## src/rtl/ring_seq_decoder.sv

```systemverilog
// ring_seq_decoder: decodes a ring (one-hot) or Johnson counter state bus into a
// binary position, tracks the step sequence, locks onto a valid +1 sequence and
// flags/counts sequence errors once locked.
module ring_seq_decoder #(
  parameter int unsigned WIDTH    = 4,
  parameter int unsigned MODE     = 0,
  parameter int unsigned LOCK_CNT = 2,
  localparam int unsigned PW      = $clog2(2 * WIDTH)
) (
  input  logic             clk,
  input  logic             clr_n,
  input  logic             en,
  input  logic [WIDTH-1:0] q_in,
  output logic [PW-1:0]    pos,
  output logic             pos_valid,
  output logic             locked,
  output logic             err,
  output logic             wrap,
  output logic [7:0]       err_cnt
);

  localparam int unsigned N  = (MODE == 0) ? WIDTH : 2 * WIDTH;
  localparam int unsigned CW = 4;

  typedef enum logic {
    S_HUNT   = 1'b0,
    S_LOCKED = 1'b1
  } state_t;

  state_t          r_state;
  logic [CW-1:0]   r_match;
  logic [PW-1:0]   r_prev_pos;
  logic            r_prev_valid;
  logic [PW-1:0]   r_pos;
  logic            r_pos_valid;
  logic            r_locked;
  logic            r_err;
  logic            r_wrap;
  logic [7:0]      r_err_cnt;

  logic            w_legal;
  logic [PW-1:0]   w_pos;
  logic [PW-1:0]   w_nxt;
  logic            w_at_top;
  logic            w_adv;
  logic            w_stall;
  logic [CW-1:0]   w_match_nxt;

  // Code check and position decode of the sampled state bus
  always_comb begin
    logic [WIDTH-1:0] v_ones;
    logic [WIDTH-1:0] v_zeros;
    w_legal = 1'b0;
    w_pos   = '0;
    v_ones  = '0;
    v_zeros = '1;
    if (MODE == 0) begin
      for (int unsigned i = 0; i < WIDTH; i++) begin
        if (q_in == (WIDTH'(1) << i)) begin
          w_legal = 1'b1;
          w_pos   = PW'(i);
        end
      end
    end else begin
      // Filling half: low k bits set, k = 0..WIDTH
      for (int unsigned k = 0; k <= WIDTH; k++) begin
        if (q_in == v_ones) begin
          w_legal = 1'b1;
          w_pos   = PW'(k);
        end
        v_ones = {v_ones[WIDTH-2:0], 1'b1};
      end
      // Draining half: low j bits clear, rest set, j = 1..WIDTH-1
      for (int unsigned j = 1; j < WIDTH; j++) begin
        v_zeros = {v_zeros[WIDTH-2:0], 1'b0};
        if (q_in == v_zeros) begin
          w_legal = 1'b1;
          w_pos   = PW'(WIDTH + j);
        end
      end
    end
  end

  // Step classification relative to the previous legal sample
  always_comb begin
    w_at_top    = (r_prev_pos == PW'(N - 1));
    w_nxt       = w_at_top ? '0 : r_prev_pos + PW'(1);
    w_adv       = w_legal && r_prev_valid && (w_pos == w_nxt);
    w_stall     = w_legal && r_prev_valid && (w_pos == r_prev_pos);
    w_match_nxt = r_match + CW'(1);
  end

  // Lock tracker FSM with registered decode, pulse and error-count outputs
  always_ff @(posedge clk or negedge clr_n) begin
    if (!clr_n) begin
      r_state      <= S_HUNT;
      r_match      <= '0;
      r_prev_pos   <= '0;
      r_prev_valid <= 1'b0;
      r_pos        <= '0;
      r_pos_valid  <= 1'b0;
      r_locked     <= 1'b0;
      r_err        <= 1'b0;
      r_wrap       <= 1'b0;
      r_err_cnt    <= '0;
    end else begin
      r_err  <= 1'b0;
      r_wrap <= 1'b0;
      if (en) begin
        r_pos_valid  <= w_legal;
        r_prev_valid <= w_legal;
        if (w_legal) begin
          r_pos      <= w_pos;
          r_prev_pos <= w_pos;
        end
        case (r_state)
          S_HUNT: begin
            if (w_adv) begin
              if (w_match_nxt == CW'(LOCK_CNT)) begin
                r_state  <= S_LOCKED;
                r_locked <= 1'b1;
                r_match  <= '0;
              end else begin
                r_match <= w_match_nxt;
              end
            end else if (!w_stall) begin
              r_match <= '0;
            end
          end
          S_LOCKED: begin
            if (w_adv || w_stall) begin
              r_wrap <= w_adv && w_at_top;
            end else begin
              // Illegal code or jump breaks lock; this sample also seeds the new hunt
              r_err    <= 1'b1;
              r_locked <= 1'b0;
              r_match  <= '0;
              r_state  <= S_HUNT;
              if (r_err_cnt != 8'hFF) begin
                r_err_cnt <= r_err_cnt + 8'd1;
              end
            end
          end
          default: begin
            r_state  <= S_HUNT;
            r_locked <= 1'b0;
            r_match  <= '0;
          end
        endcase
      end
    end
  end

  assign pos       = r_pos;
  assign pos_valid = r_pos_valid;
  assign locked    = r_locked;
  assign err       = r_err;
  assign wrap      = r_wrap;
  assign err_cnt   = r_err_cnt;

endmodule

```

## config.mk

```make
export PLATFORM = sky130hd
export DESIGN_NAME = ring_seq_decoder
export DESIGN_NICKNAME = d
export VERILOG_FILES = /design/src/rtl/ring_seq_decoder.sv
export SDC_FILE = /design/constraint.sdc
export NUM_CORES = 1
export LEC_CHECK = 0
export ABC_AREA = 1
export CAP_MARGIN = 40
export CORE_MARGIN = 4
export CORE_UTILIZATION = 35
export CTS_CLUSTER_SIZE = 24
export DETAILED_ROUTE_END_ITERATION = 8
export MAX_ROUTING_LAYER = met4
export SYNTH_ARGS = -nofsm -noshare
export SYNTH_HDL_FRONTEND = slang
export SYNTH_SLANG_ARGS = --single-unit
```

## constraint.sdc

```tcl
create_clock -name clk -period 1.6 [get_ports clk]
set_input_delay 0.32 -clock clk [delete_from_list [all_inputs] [get_ports clk]]
set_output_delay 0.32 -clock clk [all_outputs]
set_load 0.05 [all_outputs]
```

==> metrics.txt <==
outcome finished, final reports clean; Final TNS setup 0 ns; CTS tree built; Syn Inst Count ~160; combinational family with the most area after synthesis simple AND/OR/NAND/NOR gates; vias in the first global route about 1.1k; fin crit period 1.571 ns; Starting DRT DRC Count 48; DRT Wirelength ~2600 um; final worst slack 0.02867 ns; DR vias/cell about 4.6; worst vdd ir between 200 and 300 uV; Leakage 0.8452 nW; Yosys cell types 24; Worst Path Arrival roughly 1.8 ns; Synth Area in Adders around 3.9%; Async S/R FF share, synth 100.0%; largest cells by area after synthesis dfrtp_1 37%, nand2_1 15%, nand3_1 6.3%; pre-CTS WS -0.3718 ns; Min-Delay Path Class input pin to asynchronous set/reset pin; Yosys top cell area share between 30% and 40%; Die W 68.21 um; GRT Residual Overflow 0; TritonCTS Buffers 3; Pre-antenna DRT Iters 4; Crit path required time around 1.8 ns; clk_lat worst skew approximately 0.30 ns; layout cells sized above 1 between 30% and 40%; first-pass GRT wire length between 4000 and 5000 um; Routability Congestion around 0.77; Reg clk slew, reported paths 0.11 ns; # nets final between 150 and 200; mean cell area of the mapped netlist 8.185 sq um; final clock skew 0.001050 ns; ant diodes 0; ANT nets after route 0; synthesized cell area around 1300 sq um; Hold Vio Cnt, Final 0; Root Buffer clkbuf_4; Vias 1072; syn nets roughly 170; post-synthesis mux area share 0%; DP Cell Count 225; die area approximately 4700 sq um; synth warn 0; Area Overhead vs Synth 43.39%; Critical Path End Type flip-flop; Compound-Gate Fraction of Synth Area between 3 and 4%; DP Wirelength around 2000 um; Starting Density around 37%; Die Ht 68.21 um; sequential share of the synthesized area between 30 and 40%; total track usage roughly an eighth; Main synth FF type dfrtp_1; worst r2r src pos[0]$_DFFE_PN0P_; I/O pin total 22; Max-Cap Viols 0; EDFF count, synth 0; Setup CP Type flip-flop to flip-flop; final critical-path share of the clock period 98.21%; initial antenna violation count 0; Synth area leader dfrtp_1; maximum clock frequency between 600 and 700 MHz; final non-filler cell total ~230; count leader, synth nand2_1; xor/xnor cell area share of the yosys netlist about 5.5%; htree depth 1; Wirelength per Cell approximately 11 um; beginning of the critical path pos[0]$_DFFE_PN0P_; most instantiated cells after synthesis 50 x nand2_1, 19 x dfrtp_1, 16 x nand3_1, 13 x inv_1, 8 x nand2_2; Simple-Gate Fraction of Synth Area between 40% and 50%; post-synthesis register bit count 19; core area around 3400 sq um; row cnt 21; PD cells around 550 nW/um^2; largest net degree at the start of global routing 20; Port Buffers 20; RSZ-0062 raised after global routing true; Final setup viols 0; startpoint types flip-flop; largest fanout on the critical path 6; CTS max path bufs 2; clk sinks 19; DRC errors left 0; max-slew violations 0
==> registers in the layout (all words and copies together), names as in the netlist <==
signal	count
err	1
err_cnt	8
locked	1
pos	2
pos_valid	1
r_match	4
r_state	1
wrap	1
==> stage by stage <==
stage          utilization (%)  hold WS [ns]  cell area, sq um  power, mW
3_5_place_dp             51.25        0.4927              1750     0.7566
4_1_cts                  52.34        0.3434              1788      1.010
3_3_place_gp             51.25        0.4790              1750     0.7537
2_1_floorplan                -       0.02441              1360     0.6552
5_1_grt                  53.26        0.3619              1819      1.051
6_report                 53.26        0.3437              1819     0.9950
==> final cells by class <==
class / count / area [sq um]
inverters: 17 / 66.31
well taps: 46 / 57.56
flip-flops and latches: 19 / 483.0
fillers: 312 / 1597
clock inverters: 1 / 5.005
repair buffers: 27 / 354.1
clock buffers: 3 / 22.52
multi-input cells: 119 / 830.8
==> cells in the final DEF, fill, tap and decap left out, drive strengths merged <==
cell type,Yosys,routed
dlymetal6s2s,0,1
o21ai,5,5
clkinv,1,1
conb,1,1
buf,1,21
nor2,8,9
nor3,3,3
clkdlybuf4s50,0,2
dlygate4sd2,0,3
a21oi,1,1
nand4,4,4
xnor2,3,3
nand3b,1,1
xor2,5,5
ha,4,4
inv,16,17
dfrtp,19,19
clkbuf,0,3
nand3,23,23
nand2,60,60
==> worst paths after layout <==
check | end | slack (ns) | cells past startpoint
setup / recovery | err_cnt[4]$_DFFE_PN0P_ | 0.03 | 10
hold / removal | err_cnt[3]$_DFFE_PN0P_ | 0.34 | 2
setup reg to reg | err_cnt[4]$_DFFE_PN0P_ | 0.03 | 10
hold reg to reg | r_state$_DFFE_PN0P_ | 0.51 | 2
max in group asynchronous | pos[1]$_DFFE_PN0P_ | 1.04 | 2
min in group clk | r_state$_DFFE_PN0P_ | 0.51 | 2
==> power by group <==
group / internal [mW] / total [mW] / switching [mW]
Sequential: 0.490 / 0.502 / 0.0116
Clock: 0.0932 / 0.249 / 0.156
Combinational: 0.0953 / 0.244 / 0.149
Total: 0.678 / 0.995 / 0.317
==> metal layers <==
metal  track usage [%]  share of wire, %  up-vias  wire length, um
met4             4.467               1.1        0               27
met3             2.299               5.1        4              129
met2             22.50                49       21             1251
met5                 -                 0        -                0
met1             14.93                45      490             1142
li1                  -                 -      557                -
==> worst max-delay path, cell delays in order, from the launching register on <==
cell and delay [ns]:
dfrtp_2 0.45, ha_4 0.16, inv_2 0.05, nand2_2 0.05, nand3b_1 0.18, nand2_2 0.11, nand3_4 0.14, nand2_4 0.16
nor2_4 0.06, nand3_2 0.05, nand2_1 0.05
==> cells by family after synthesis <==
| logic type | Yosys count |
|---|---|
| fa+ha+maj | 4 |
| buf+inv | 18 |
| compound gates | 6 |
| simple gates | 99 |
| flops | 19 |
| other cells | 1 |
| xor+xnor | 8 |
==> repair_timing <==
action / CTS / global route
endpoints found under the setup margin: 10 / 14
resized for setup: 4 / 5
cloned: 1 / 0
hold buffers: 0 / 0
pin swaps: 5 / 2
buffers inserted: 0 / 2
Power figures use the tool's default switching activity.
